File: src/rtl/vga_stream_capture.sv
// rtl/vga_stream_capture.sv - captures one armed frame of a sync/img pixel stream into a frame-buffer write port
// Optional macro CAPTURE_GRAY_EN: write {Y,Y,Y} luma instead of {r,g,b}.
module vga_stream_capture #(
   parameter int H_ACTIVE = 640,
   parameter int V_ACTIVE = 480,
   parameter int X_OFFSET = 128,
   parameter int WIN_W    = 512,
   parameter int WIN_H    = 480,
   parameter int ADDR_W   = 18
) (
   input  logic              vga_clk,
   input  logic              reset,
   input  logic              hsync,
   input  logic              vsync,
   input  logic              img,
   input  logic [7:0]        r,
   input  logic [7:0]        g,
   input  logic [7:0]        b,
   input  logic              arm,
   output logic              wr_en,
   output logic [ADDR_W-1:0] wr_addr,
   output logic [23:0]       wr_data,
   output logic              busy,
   output logic              frame_done,
   output logic              err_line,
   output logic              err_frame,
   output logic [9:0]        lines_out
);

   typedef enum logic [1:0] {S_IDLE, S_ARMED, S_CAPTURE} state_t;

   localparam logic [9:0]        X_LO     = 10'(X_OFFSET);
   localparam logic [9:0]        X_HI     = 10'(X_OFFSET + WIN_W);
   localparam logic [9:0]        Y_LIM    = 10'(WIN_H);
   localparam logic [9:0]        H_LEN    = 10'(H_ACTIVE);
   localparam logic [9:0]        V_LEN    = 10'(V_ACTIVE);
   localparam logic [9:0]        CNT_MAX  = 10'h3ff;
   localparam logic [ADDR_W-1:0] ADDR_ONE = ADDR_W'(1);
   localparam logic [ADDR_W-1:0] LINE_INC = ADDR_W'(WIN_W);

   state_t state_q, state_d;
   logic hsync_q, hsync_d, vsync_q, vsync_d, img_q, img_d;
   logic vsync_p_q, vsync_p_d, img_p_q, img_p_d;
   logic [23:0] rgb_q, rgb_d;
   logic [9:0] x_q, x_d, y_q, y_d, lines_q, lines_d;
   logic [ADDR_W-1:0] addr_q, addr_d, line_base_q, line_base_d;
   logic pix_we_q, pix_we_d;
   logic [ADDR_W-1:0] pix_addr_q, pix_addr_d;
   logic [23:0] pix_data_q, pix_data_d;
   logic wr_en_q, wr_en_d;
   logic [ADDR_W-1:0] wr_addr_q, wr_addr_d;
   logic [23:0] wr_data_q, wr_data_d;
   logic busy_q, busy_d, frame_done_q, frame_done_d;
   logic err_line_q, err_line_d, err_frame_q, err_frame_d;
   logic [9:0] lines_out_q, lines_out_d;

   logic vs_fall, vs_rise, img_fall, hs_bad;
   logic [9:0] lines_inc, lines_fin;
`ifdef CAPTURE_GRAY_EN
   logic [9:0] gray_sum;
`endif

   always_comb begin
      hsync_d      = hsync;
      vsync_d      = vsync;
      img_d        = img;
      rgb_d        = {r, g, b};
      vsync_p_d    = vsync_q;
      img_p_d      = img_q;

      vs_fall      = vsync_p_q & ~vsync_q;
      vs_rise      = ~vsync_p_q & vsync_q;
      img_fall     = img_p_q & ~img_q;
      // visible pixels during the hsync pulse mean the source timing is broken
      hs_bad       = img_q & ~hsync_q;
      lines_inc    = (lines_q == CNT_MAX) ? lines_q : lines_q + 10'd1;
      lines_fin    = img_fall ? lines_inc : lines_q;

      state_d      = state_q;
      x_d          = x_q;
      y_d          = y_q;
      lines_d      = lines_q;
      addr_d       = addr_q;
      line_base_d  = line_base_q;
      pix_we_d     = 1'b0;
      pix_addr_d   = addr_q;
      pix_data_d   = rgb_q;
      frame_done_d = 1'b0;
      err_line_d   = err_line_q;
      err_frame_d  = err_frame_q;
      lines_out_d  = lines_out_q;

      wr_en_d      = pix_we_q;
      wr_addr_d    = pix_addr_q;
`ifdef CAPTURE_GRAY_EN
      gray_sum     = {2'b00, pix_data_q[23:16]} + {1'b0, pix_data_q[15:8], 1'b0}
                   + {2'b00, pix_data_q[7:0]};
      wr_data_d    = {gray_sum[9:2], gray_sum[9:2], gray_sum[9:2]};
`else
      wr_data_d    = pix_data_q;
`endif

      case (state_q)
         S_IDLE: begin
            if (arm) state_d = S_ARMED;
         end
         S_ARMED: begin
            if (vs_rise) begin
               x_d         = '0;
               y_d         = '0;
               lines_d     = '0;
               addr_d      = '0;
               line_base_d = '0;
               err_line_d  = 1'b0;
               err_frame_d = 1'b0;
               state_d     = S_CAPTURE;
            end
         end
         S_CAPTURE: begin
            if (img_q) begin
               if (x_q != CNT_MAX) x_d = x_q + 10'd1;
               if (x_q >= X_LO && x_q < X_HI && y_q < Y_LIM) begin
                  pix_we_d = 1'b1;
                  addr_d   = addr_q + ADDR_ONE;
               end
            end
            if (hs_bad) err_line_d = 1'b1;
            // reload from the line base so a short line cannot shift later lines
            if (img_fall) begin
               if (x_q != H_LEN) err_line_d = 1'b1;
               x_d         = '0;
               y_d         = (y_q == CNT_MAX) ? y_q : y_q + 10'd1;
               lines_d     = lines_inc;
               line_base_d = line_base_q + LINE_INC;
               addr_d      = line_base_q + LINE_INC;
            end
            if (vs_fall) begin
               lines_out_d  = lines_fin;
               if (lines_fin != V_LEN) err_frame_d = 1'b1;
               frame_done_d = 1'b1;
               state_d      = arm ? S_ARMED : S_IDLE;
            end
         end
         default: state_d = S_IDLE;
      endcase

      busy_d = (state_d != S_IDLE);
   end

   always_ff @(posedge vga_clk or posedge reset) begin
      if (reset) begin
         state_q      <= S_IDLE;
         hsync_q      <= 1'b0;
         vsync_q      <= 1'b0;
         img_q        <= 1'b0;
         vsync_p_q    <= 1'b0;
         img_p_q      <= 1'b0;
         rgb_q        <= '0;
         x_q          <= '0;
         y_q          <= '0;
         lines_q      <= '0;
         addr_q       <= '0;
         line_base_q  <= '0;
         pix_we_q     <= 1'b0;
         pix_addr_q   <= '0;
         pix_data_q   <= '0;
         wr_en_q      <= 1'b0;
         wr_addr_q    <= '0;
         wr_data_q    <= '0;
         busy_q       <= 1'b0;
         frame_done_q <= 1'b0;
         err_line_q   <= 1'b0;
         err_frame_q  <= 1'b0;
         lines_out_q  <= '0;
      end else begin
         state_q      <= state_d;
         hsync_q      <= hsync_d;
         vsync_q      <= vsync_d;
         img_q        <= img_d;
         vsync_p_q    <= vsync_p_d;
         img_p_q      <= img_p_d;
         rgb_q        <= rgb_d;
         x_q          <= x_d;
         y_q          <= y_d;
         lines_q      <= lines_d;
         addr_q       <= addr_d;
         line_base_q  <= line_base_d;
         pix_we_q     <= pix_we_d;
         pix_addr_q   <= pix_addr_d;
         pix_data_q   <= pix_data_d;
         wr_en_q      <= wr_en_d;
         wr_addr_q    <= wr_addr_d;
         wr_data_q    <= wr_data_d;
         busy_q       <= busy_d;
         frame_done_q <= frame_done_d;
         err_line_q   <= err_line_d;
         err_frame_q  <= err_frame_d;
         lines_out_q  <= lines_out_d;
      end
   end

   assign wr_en      = wr_en_q;
   assign wr_addr    = wr_addr_q;
   assign wr_data    = wr_data_q;
   assign busy       = busy_q;
   assign frame_done = frame_done_q;
   assign err_line   = err_line_q;
   assign err_frame  = err_frame_q;
   assign lines_out  = lines_out_q;

endmodule
File: config.mk
export PLATFORM = sky130hd
export DESIGN_NAME = vga_stream_capture
export DESIGN_NICKNAME = d
export VERILOG_FILES = /design/src/rtl/vga_stream_capture.sv
export SDC_FILE = /design/constraint.sdc
export NUM_CORES = 1
export LEC_CHECK = 0
export ABC_AREA = 1
export BUFFER_PORTS_ARGS = -buffer_cell sky130_fd_sc_hd__buf_2
export CORE_ASPECT_RATIO = 2
export CORE_UTILIZATION = 30
export DETAILED_ROUTE_END_ITERATION = 6
export HOLD_SLACK_MARGIN = 0.15
export PLACE_DENSITY = 0.55
export SLEW_MARGIN = 20
export SYNTH_ARGS = -nofsm -noshare
export SYNTH_HDL_FRONTEND = slang
export SYNTH_SLANG_ARGS = --single-unit
File: constraint.sdc
create_clock -name vga_clk -period 5.7 [get_ports vga_clk]
set_input_delay 0.285 -clock vga_clk [delete_from_list [all_inputs] [get_ports vga_clk]]
set_output_delay 0.285 -clock vga_clk [all_outputs]
set_load 0.02 [all_outputs]
Yosys cells after proc, flatten, opt, wreduce, memory -nomap -nowiden
Cells that the tools add are included.
{ "word_totals": {"in_bits": 30, "elab_cells": 102, "regBits": 197, "output_inout_bits": 57} }
{ "op_classes": {"magnitude_cmp": 3, "eq_ne": 15, "addsub": 5, "n_bitwise": 8, "reduce_logical": 12, "n_mux": 36} }
{ "op_table": {"columns": ["operator", "count"], "rows": [
  ["18-bit 2-to-1 mux", 5],
  ["10-bit 2-to-1 mux", 8],
  ["18-bit one-hot mux with 2 select lines", 2],
  ["10-bit one-hot mux with 2 select lines", 3],
  ["10-bit by 1-bit adder with 10-bit output, second input constant", 3],
  ["10-bit equality test, second input constant", 2],
  ["10-bit != test, second input constant", 2],
  ["18-bit by 1-bit adder with 18-bit output, second input constant", 1],
  ["18-bit by 10-bit adder with 18-bit output, second input constant", 1],
  ["4-bit AND reduction", 4],
  ["1-bit 2-to-1 mux", 12],
  ["10-bit by 8-bit >= comparator with 1-bit output, second input constant", 1],
  ["10-bit < comparator, second input constant", 1],
  ["10-bit by 9-bit < comparator with 1-bit output, second input constant", 1],
  ["10-bit by 9-bit != test with 1-bit output, second input constant", 1],
  ["2-bit != test, second input constant", 5],
  ["3-bit != test, second input constant", 3],
  ["2-bit 2-to-1 mux", 3],
  ["2-bit one-hot mux with 3 select lines", 1],
  ["1-bit bitwise AND", 4],
  ["1-bit inverter", 4],
  ["1-bit one-hot mux with 2 select lines", 2],
  ["2-bit AND reduction", 2],
  ["2-bit nonzero test", 2],
  ["other kinds (5)", 6]
]} }

Depth between registers and ports, before layout
Gate-level depths: netlist of run 1.
{ "depth": {"ltp_word": 7, "mapped_depth": 15, "depth_no_buf": 15} }

Worst setup path after synthesis of run 1
Ideal clock, no wire load.
{ "synth_timing": {"path_type": "reg-to-reg", "startpoint": "reg lines_q[0]", "endpoint": "reg err_frame_q (netlist: err_frame)", "path_stages_with_launch": 12, "arrival_ps": 1551, "setup_ps": 117, "path_buffers": 0, "period_less_slack_ps": 1668, "required_time_ps": 5583, "setup_slack_ps": 4032, "path_cell_list": "dfrtp_1 -> ha_1 -> nand2_1 -> nor2_2 -> nand3_2 -> nand2_1 -> xor2_1 -> nand2_1 -> nor2_1 -> nand2_1 -> nand3_1 -> nand2_1"} }
{ "synth_between": {"elab_chain_len": 6, "elab_cells_between_ends": 7, "classes_between": "add/sub (1); eq/ne (3); mux (2); reduce/logical (1)"} }
{ "synth_lines": {"columns": ["item", "line_no", "text"], "rows": [
  ["start, declared", "45", "logic [9:0] x_q, x_d, y_q, y_d, lines_q, lines_d;"],
  ["start signal, assigned", "185", "lines_q <= lines_d;"],
  ["10-bit by 1-bit adder with 10-bit output or 10-bit equality test (tied branches)", "76", "lines_inc = (lines_q == CNT_MAX) ? lines_q : lines_q + 10'd1;"],
  ["10-bit 2-to-1 mux", "76", null],
  ["10-bit 2-to-1 mux (*)", null, null],
  ["10-bit by 9-bit != test with 1-bit output (*)", "139", "if (lines_fin != V_LEN) err_frame_d = 1'b1;"],
  ["2-bit != test (no line) (*)", null, null],
  ["4-bit AND reduction (no line) (*)", null, null],
  ["end signal, assigned", "197", "err_frame_q <= err_frame_d;"],
  ["end, declared", "54", "logic err_line_q, err_line_d, err_frame_q, err_frame_d;"]
]} }
Every way passes the cells marked *; elsewhere a longest branch is shown, timed or not.
A chain may end at the register's enable or synchronous reset.

Worst setup path after layout of run 1
{ "layout_timing": {"startpoint": "reg img_q (netlist: img_p_d)", "endpoint": "reg addr_q[8]"} }
{ "layout_between": {"elab_chain_len": 4, "elab_cells_between_ends": 7, "classes_between": "eq/ne (2); mux (2); bitwise (2); reduce/logical (1)"} }
{ "layout_lines": {"columns": ["item", "line_no", "text"], "rows": [
  ["start, declared", "42", "logic hsync_q, hsync_d, vsync_q, vsync_d, img_q, img_d;"],
  ["start signal, assigned", "179", "img_q <= img_d;"],
  ["1-bit inverter", "73", "img_fall = img_p_q & ~img_q;"],
  ["1-bit bitwise AND", "73", null],
  ["3-bit != test (no line) or 18-bit 2-to-1 mux (tied branches)", null, null],
  ["4-bit AND reduction (no line) or 18-bit one-hot mux with 2 select lines (tied branches)", null, null],
  ["end signal, assigned", "186", "addr_q <= addr_d;"],
  ["end, declared", "46", "logic [ADDR_W-1:0] addr_q, addr_d, line_base_q, line_base_d;"]
]} }
Parallel ways exist; a longest one is shown, timed or not.

==> reports/metrics.csv, run 1 <==
metric,value,unit
status,"complete, no violations",
Clk pwr share,37.8,%
DP Area,7780,µm²
CP top delay family,simple AND/OR/NAND/NOR gates,
reg2reg end,addr_q[8],
RSZ-0062 raised after global routing,no,
period utilisation layout,46.1,%
clock-pin slew on the worst setup and hold paths,0.07,ns
sequential area share after synthesis,66.5,%
Int Pwr,2.19,mW
minimum clock period,2.63,ns
via count,4874,
Crit path top cell by count,nand2_1,
layout cells sized above 1,17.7,%
post-route insts no fill,1080,
CTS tree,built,
DR WL met3,442,µm
main combinational cell family by area after synthesis,simple AND/OR/NAND/NOR gates,
syn_area_per_cell,10.7,µm²
Post-synth EDFFs,0,
Slowest Stage Delay on Critical Path,0.40,ns
cell leakage power,4.11,nW
top sig layer,met4,
1st-pass router iterations,4,
Pwr Total,3.09,mW
max-cap violations,0,
WP buf/inv,3,
Synth Area in XOR/XNOR,1.73,%
worst slew pin tran,0.918,ns
DR vias/cell,4.51,
switching part of the total,29.1,%
CP Cell Sequence,inv_1 -> nand2_1 -> inv_2 -> nor2_8 -> nand2_1 -> nand2_2 -> inv_1 -> nand2_1 -> xor2_1 -> nor2_1,
initial antenna violation count,0,
setup TNS,0,ns
FF-to-FF path depth,10,
VDD IR-drop max,0.229,mV
Post-CTS Repair Setup Buffers,0,
Final Net Count,820,
DP HPWL,9.90,mm
area share of fa/ha/maj cells after synthesis,1.06,%
fraction of registers with async set/reset,100,%
Min-Delay Path Class,flip-flop to flip-flop,
number of global-route vias before repair,5014,
Clock Latency Late Sink,0.45,ns
Compound-Gate Fraction of Synth Area,7.82,%
Tot GR Track Use,13.0,%
wire per inst,13.2,µm
CP Launch Type,flip-flop,
Worst R2R Setup Slack,3.07,ns
Synth Register Bits,188,
Worst Path Required,6.03,ns
"Slew Viols, Final",0,
clock sink count,188,
Diodes inserted,0,
most common cell in the netlist,dfrtp_1,
final hold vios,0,
Sequential Area,4700,µm²
Synth area leader,dfrtp_1,
Logic pwr share,13.7,%
yosys warns,0,
Hold Crit Start,pix_data_d[12],
CP Class,flip-flop to flip-flop,
Synth Flop Type,dfrtp_1,
Rel. slew slack,38.8,%
Pwr Density,357,nW/µm²
Final Setup Violations,0,
Max Root-Sink Buffers,2,
CTS buffer count,17,
Antenna Nets Post-Route,0,
Post-synth top cells,"dfrtp_1 (188), nand2_1 (118), inv_1 (81)",
Placed Cells,1019,
fillcell total,2253,
Post-Synthesis Cell Area,7070,µm²
Post-Syn Nets,697,
WHS Path Cells,0,
area delta synth->final,22.4,%
Synth Instances,661,
Crit Path Max Fanout,21,
post-synthesis simple-gate area fraction,17.0,%
first-pass GRT wire length,24.7,mm
io pins,87,
critical path arrival,2.96,ns
Final Util,37.3,%
post-route cell area,8660,µm²
Clock Skew,0.0154,ns
Die W,111,µm
Root Buffer,clkbuf_16,
row count,79,
share of the synthesized area in the top cell type,66.5,%
area taken by multi-input logic gates,1950,µm²
initial DRC count,191,
Seq pwr share,48.5,%
Critical R2R Launch,img_p_d,
Placeable Area,23200,µm²
die height,219,µm
CP max stage cell,nand2_1,
routed wl met2,7.77,mm
RePlAce Congestion,0.826,
fmax,380,MHz
top area cells in the synthesized netlist,"dfrtp_1 (67%), nand2_1 (6.3%), inv_1 (4.3%)",
Switching Power,0.898,mW
critical path endpoint category,flip-flop,
initial core utilization,30.4,%
met1 WL,5.60,mm
DRC Markers,0,
mux contribution to synthesized area,0,%
Routed WL,14.3,mm
IO Port Bufs,86,
grt ovf,0,
Synth cell types,39,
post-CTS sizing,0,
Die ar.,24200,µm²
H-tree Lvls,4,
largest net degree at the start of global routing,132,
Hold Crit Endpoint,pix_data_q[12],
==> per-stage QoR <==
stage	setup WS [ns]	hold WS (ns)
6_report	3.07	0.346
5_1_grt	2.78	0.350
4_1_cts	3.03	0.348
3_5_place_dp	3.05	0.335
3_3_place_gp	3.16	0.331
2_1_floorplan	0.301	0.316
==> cells in the final DEF (no fill, tap or decap), drive strengths merged, types with 16 or more instances in the layout <==
| cell | count |
|---|---|
| nand4 | 18 |
| nand2 | 120 |
| clkbuf | 19 |
| dlygate4sd3 | 29 |
| nand3 | 47 |
| nor2 | 53 |
| o21ai | 48 |
| inv | 94 |
| a21oi | 19 |
| buf | 87 |
| o22ai | 16 |
| dfrtp | 188 |
==> cells by family (layout without fill, tap and decap cells) <==
logic type / after synthesis / in the layout
simple gates: 258 / 258
flops: 188 / 188
buf+inv: 99 / 235
compound gates: 96 / 96
xor+xnor: 14 / 14
fa+ha+maj: 6 / 6
==> how the worst max path moves through the flow <==
stage             from        end  depth (start not counted)
6_report       img_p_d  addr_q[8]                         10
5_1_grt        img_p_d  addr_q[8]                         10
4_1_cts        img_p_d  addr_q[8]                         10
3_5_place_dp   img_p_d  addr_q[8]                         10
3_3_place_gp   img_p_d  addr_q[8]                         10
2_1_floorplan    reset  addr_q[0]                          1
==> state kept, by name, indices dropped and copies added (netlist names), 2 cells and up <==
name,count
wr_data,24
pix_data_d,24
wr_addr,18
lines_out,10
lines_q,10
pix_data_q,24
addr_q,18
pix_addr_q,18
x_q,10
state_q,2
y_q,10
line_base_q,9
==> what timing repair did <==
action / in CTS / in global routing
setup endpoints to repair: 0 / 0
endpoints found under the hold margin: 159 / 0
hold buffers: 29 / 0
==> power by group through the flow <==
stage               Sequential (mW)  Combinational [mW]  Clock (mW)
floorplan                      1.55               0.274           0
global placement               1.52               0.409           0
detailed placement             1.52               0.415           0
CTS                            1.50               0.432        1.22
global route                   1.51               0.477        1.27
finish                         1.50               0.423        1.17
==> routing by layer <==
layer	track usage [%]	up-vias
met5	0	-
met2	23.3	93
li1	-	2410
met1	14.0	2341
met3	3.04	30
met4	7.60	0
==> area by class of cell <==
type                            instances  area share, %
Tap cell                              283           4.09
Multi-Input combinational cell        374           22.5
Clock inverter                         13           1.49
Sequential cell                       188           54.4
Timing Repair Buffer                  116           8.41
Inverter                               87           3.89
Clock buffer                           19           5.23
Note: power is estimated with default switching activity, not from simulation.
==> run 2, diff against run 1 <==
- clock period: 5.7 -> 2.2 ns (I/O delays scaled with it)
==> run 2 against run 1 <==
Net effect:
- sequential share of layout area shrank 0.97 points
- setup slack worse by 2.9 ns
- flip-flop and latch count stayed put
- die area unchanged
- register-to-register slack worse by 2.9 ns
- final area rose by 1.9%
- maximum frequency increased by 32%
- clock power grew to 2.5 times the previous value
- global-route usage up 0.54 points
- power grew to 2.6 times the previous value
- highest routed layer unchanged
==> reports/metrics.csv, run 2 (synthesis results as in run 1) <==
metric,value,unit
number of global-route vias before repair,5269,
IO Port Bufs,86,
reg2reg end,err_frame,
CP startpoint,lines_q[1],
Clock Latency Late Sink,0.45,ns
largest net degree at the start of global routing,52,
minimum clock period,2.00,ns
DR vias/cell,4.53,
Min-Delay Path Class,input pin to async pin,
Final Util,38.0,%
Sequential Area,4710,µm²
clock-pin slew on the worst setup and hold paths,0.08,ns
Critical R2R Launch,lines_q[1],
wire per inst,13.7,µm
via count,4973,
first-pass GRT wire length,25.5,mm
most common library cell in the layout ignoring fill and taps,dfrtp_1,
CTS buffer count,17,
RSZ-0062 raised after global routing,no,
Placeable Area,23200,µm²
initial antenna violation count,0,
period utilisation layout,90.7,%
Final Setup Violations,0,
VDD IR-drop max,0.651,mV
cell leakage power,4.20,nW
area delta synth->final,24.7,%
fillcell total,2244,
"Slew Viols, Final",0,
FF-to-FF path depth,11,
CP Launch Type,flip-flop,
Pwr Density,910,nW/µm²
Post-CTS Repair Setup Buffers,0,
max-cap violations,0,
Routed WL,15.0,mm
switching part of the total,29.9,%
Seq pwr share,48.2,%
row count,79,
CTS tree,built,
Final Net Count,838,
grt ovf,0,
Int Pwr,5.62,mW
Root Buffer,clkbuf_16,
Die W,111,µm
DP HPWL,10.6,mm
Clk pwr share,36.8,%
final hold vios,0,
critical path endpoint category,flip-flop,
most frequent cells in the layout,"dfrtp_1 (187), nand2_1 (118), buf_2 (86), inv_1 (80), nand3_1 (46)",
Clock Skew,0.0125,ns
Worst Path Required,2.54,ns
Die ar.,24200,µm²
Rel. slew slack,58.3,%
Max Root-Sink Buffers,2,
setup TNS,0,ns
Switching Power,2.40,mW
Logic pwr share,15.0,%
Crit Path Max Fanout,9,
1st-pass router iterations,6,
DRC Markers,0,
io pins,87,
die height,219,µm
Diodes inserted,0,
fmax,501,MHz
layout cells sized above 1,19.7,%
H-tree Lvls,4,
status,"complete, no violations",
initial DRC count,238,
CP Class,flip-flop to flip-flop,
Antenna Nets Post-Route,0,
Tot GR Track Use,13.6,%
area taken by multi-input logic gates,1970,µm²
clock sink count,188,
critical path arrival,2.34,ns
worst slew pin tran,0.620,ns
Worst R2R Setup Slack,0.20,ns
RePlAce Congestion,0.836,
initial core utilization,30.4,%
-- run 2: layer usage --
| metal | track usage (%) | share of wire [%] | vias up |
|---|---|---|---|
| li1 | - | - | 2444 |
| met1 | 13.4 | 37 | 2407 |
| met2 | 25.0 | 56 | 91 |
| met3 | 2.84 | 2.7 | 31 |
| met4 | 9.69 | 4.4 | 0 |
| met5 | 0 | 0 | - |
-- run 2: per-stage QoR --
| step | power (mW) | instances | hold slack, ns | instance area [µm²] | setup WS, ns |
|---|---|---|---|---|---|
| 3_5_place_dp | 5.11 | 1037 | 0.219 | 7940 | 0.149 |
| 4_1_cts | 8.19 | 1097 | 0.282 | 8800 | 0.129 |
| 6_report | 8.02 | 1097 | 0.293 | 8820 | 0.204 |
| 5_1_grt | 8.46 | 1097 | 0.293 | 8820 | 0.0154 |
| 3_3_place_gp | 5.10 | 1037 | 0.218 | 7940 | 0.147 |
| 2_1_floorplan | 4.74 | 661 | 0.141 | 7080 | -0.330 |
-- run 2: how the worst max path moves through the flow --
stage	slack [ns]	to
4_1_cts	0.13	err_frame
3_5_place_dp	0.15	err_frame
5_1_grt	0.02	err_frame
2_1_floorplan	-0.33	addr_q[0]
6_report	0.20	err_frame
3_3_place_gp	0.15	err_frame
-- run 2: power groups by stage --
stage	combinational, mW	clock (mW)	sequential (mW)
6_report	1.20	2.95	3.87
2_1_floorplan	0.711	0	4.02
5_1_grt	1.36	3.20	3.91
4_1_cts	1.23	3.09	3.87
3_5_place_dp	1.18	0	3.94
3_3_place_gp	1.17	0	3.93
-- run 2: repair_timing --
action | CTS | global route
gates resized for setup | 0 | 4
hold buffers | 29 | 0
endpoints found under the hold margin | 217 | 0
endpoints found under the setup margin | 0 | 5
-- run 2: worst max-delay path, cell delays in order, from the launching register on --
cell,delay (ns)
dfrtp_1,0.39
ha_1,0.21
nand2_1,0.11
nor2_2,0.21
nand3_4,0.16
nand2_1,0.14
xor2_2,0.22
nand2_1,0.10
nor2_1,0.11
nand2_1,0.10
nand3_1,0.08
nand2_1,0.05
-- run 2: area by class of cell --
class                   count  area share (%)
clock inverters            13            1.46
inverters                  87            3.79
multi-input cells         374            22.3
repair buffers            134            10.1
well taps                 283            4.02
flip-flops and latches    188            53.4
clock buffers              18            4.98
==> run 3, diff against run 2 <==
- PLACE_DENSITY: 0.55 -> 0.54
- RECOVER_POWER: default -> 50
- clock period: 2.2 -> 2.6 ns (I/O delays scaled with it)
==> run 3 against run 2 <==
Net effect:
- critical path depth shrank 2
- clock-buffer cell count grew 2
- combinational power shrank 19%
- sequential power shrank 16%
- routed wire length shrank 2.0%
- flip-flop and latch count is the same
- final area shrank 1.1%
- maximum frequency shrank 6.0%
- global-route usage shrank 0.47 points
- highest routed layer unchanged
==> reports/metrics.csv, run 3 (synthesis results as in run 1) <==
metric,value,unit
Slowest Stage Delay on Critical Path,0.43,ns
clock sink count,188,
clock-pin slew on the worst setup and hold paths,0.07,ns
Die W,111,µm
Crit path top cell by count,nand2_1,
final hold slack,0.323,ns
Placed Cells,1026,
Final Setup Violations,0,
wire per inst,13.5,µm
layout cells sized above 1,18.0,%
Tot GR Track Use,13.1,%
first-pass GRT wire length,24.7,mm
most frequent cells in the layout,"dfrtp_1 (188), nand2_1 (118), buf_2 (85), inv_1 (80), nand3_1 (46)",
row count,79,
initial antenna violation count,0,
CP Class,flip-flop to flip-flop,
via count,4912,
Root Buffer,clkbuf_16,
largest net degree at the start of global routing,67,
CP max stage cell,dfrtp_1,
Final Net Count,827,
status,"complete, no violations",
Die ar.,24200,µm²
most common library cell in the layout ignoring fill and taps,dfrtp_1,
post-route cell area,8720,µm²
IO Port Bufs,86,
critical path endpoint category,flip-flop,
initial core utilization,30.4,%
worst slew pin tran,1.25,ns
Pwr Density,792,nW/µm²
fillcell total,2261,
grt ovf,0,
minimum clock period,2.12,ns
H-tree Lvls,4,
period utilisation layout,81.7,%
DR vias/cell,4.52,
"Slew Viols, Final",0,
die height,219,µm
setup TNS,0,ns
Diodes inserted,0,
Crit Path Max Fanout,23,
1st-pass router iterations,4,
DRC Markers,0,
final hold vios,0,
VDD IR-drop max,0.586,mV
DP Area,7860,µm²
Clock Latency Late Sink,0.44,ns
Placeable Area,23200,µm²
area delta synth->final,23.3,%
Worst Path Required,2.92,ns
max-cap violations,0,
DP HPWL,10.4,mm
Antenna Nets Post-Route,0,
initial DRC count,249,
CP Launch Type,flip-flop,
CTS tree,built,
RePlAce Congestion,0.847,
critical path arrival,2.45,ns
CP Cell Sequence,nor2_4 -> inv_4 -> nor2_8 -> nand2_1 -> nand2_2 -> inv_1 -> nand2_1 -> xor2_1 -> nor2_1,
Min-Delay Path Class,input pin to flip-flop,
Max Root-Sink Buffers,2,
RSZ-0062 raised after global routing,no,
post-route insts no fill,1087,
Place WS,0.465,ns
CTS buffer count,17,
Rel. slew slack,16.4,%
cell leakage power,4.14,nW
fmax,471,MHz
Pwr Total,6.91,mW
io pins,87,
number of global-route vias before repair,5095,
Final Util,37.5,%
Routed WL,14.7,mm
Clock Skew,0.00975,ns
Setup WS post-layout,0.477,ns
run 3: cell type report:
cell class,count,area (µm²),area share (%)
inverters,87,330,3.79
clock inverters,12,151,1.74
well taps,283,354,4.06
flip-flops and latches,188,4700,53.9
clock buffers,20,457,5.24
multi-input cells,374,1950,22.4
repair buffers,123,773,8.87
run 3: what timing repair did:
| item | CTS | global route |
|---|---|---|
| hold buffers | 29 | 0 |
| setup endpoints to repair | 0 | 0 |
| buffers inserted | 0 | 0 |
| resized for setup | 0 | 0 |
| endpoints found under the hold margin | 165 | 0 |
run 3: power by group:
group / total, mW / switching (mW) / internal (mW) / leakage (nW)
clock network: 2.67 / 1.17 / 1.50 / 0.296
logic: 0.971 / 0.690 / 0.281 / 1.41
registers: 3.27 / 0.131 / 3.14 / 2.44
run 3: final timing paths:
kind | cells after the start | slack, ns | end | start
max reg2reg | 9 | 0.48 | addr_q[8] | state_q[0]
max | 9 | 0.48 | addr_q[8] | state_q[0]
min reg2reg | 0 | 0.34 | wr_data[19] | pix_data_q[19]
min | 2 | 0.32 | pix_data_d[15] | g[7]
max in group asynchronous | 4 | 0.61 | pix_data_d[0] | reset
min in group asynchronous | 3 | 0.35 | wr_data[9] | reset
run 3: per-layer routing:
layer | track usage, % | part of all wire [%] | up-vias
met5 | 0 | 0 | -
met4 | 8.13 | 4.0 | 0
met3 | 3.34 | 3.4 | 34
met2 | 24.3 | 56 | 106
met1 | 12.9 | 36 | 2349
li1 | - | - | 2423
run 3: critical path: cells and delay by family, from the launching register on:
family	cells	cell delay, ns
simple gates	6	0.97
buf+inv	2	0.43
flops	1	0.43
xor+xnor	1	0.16
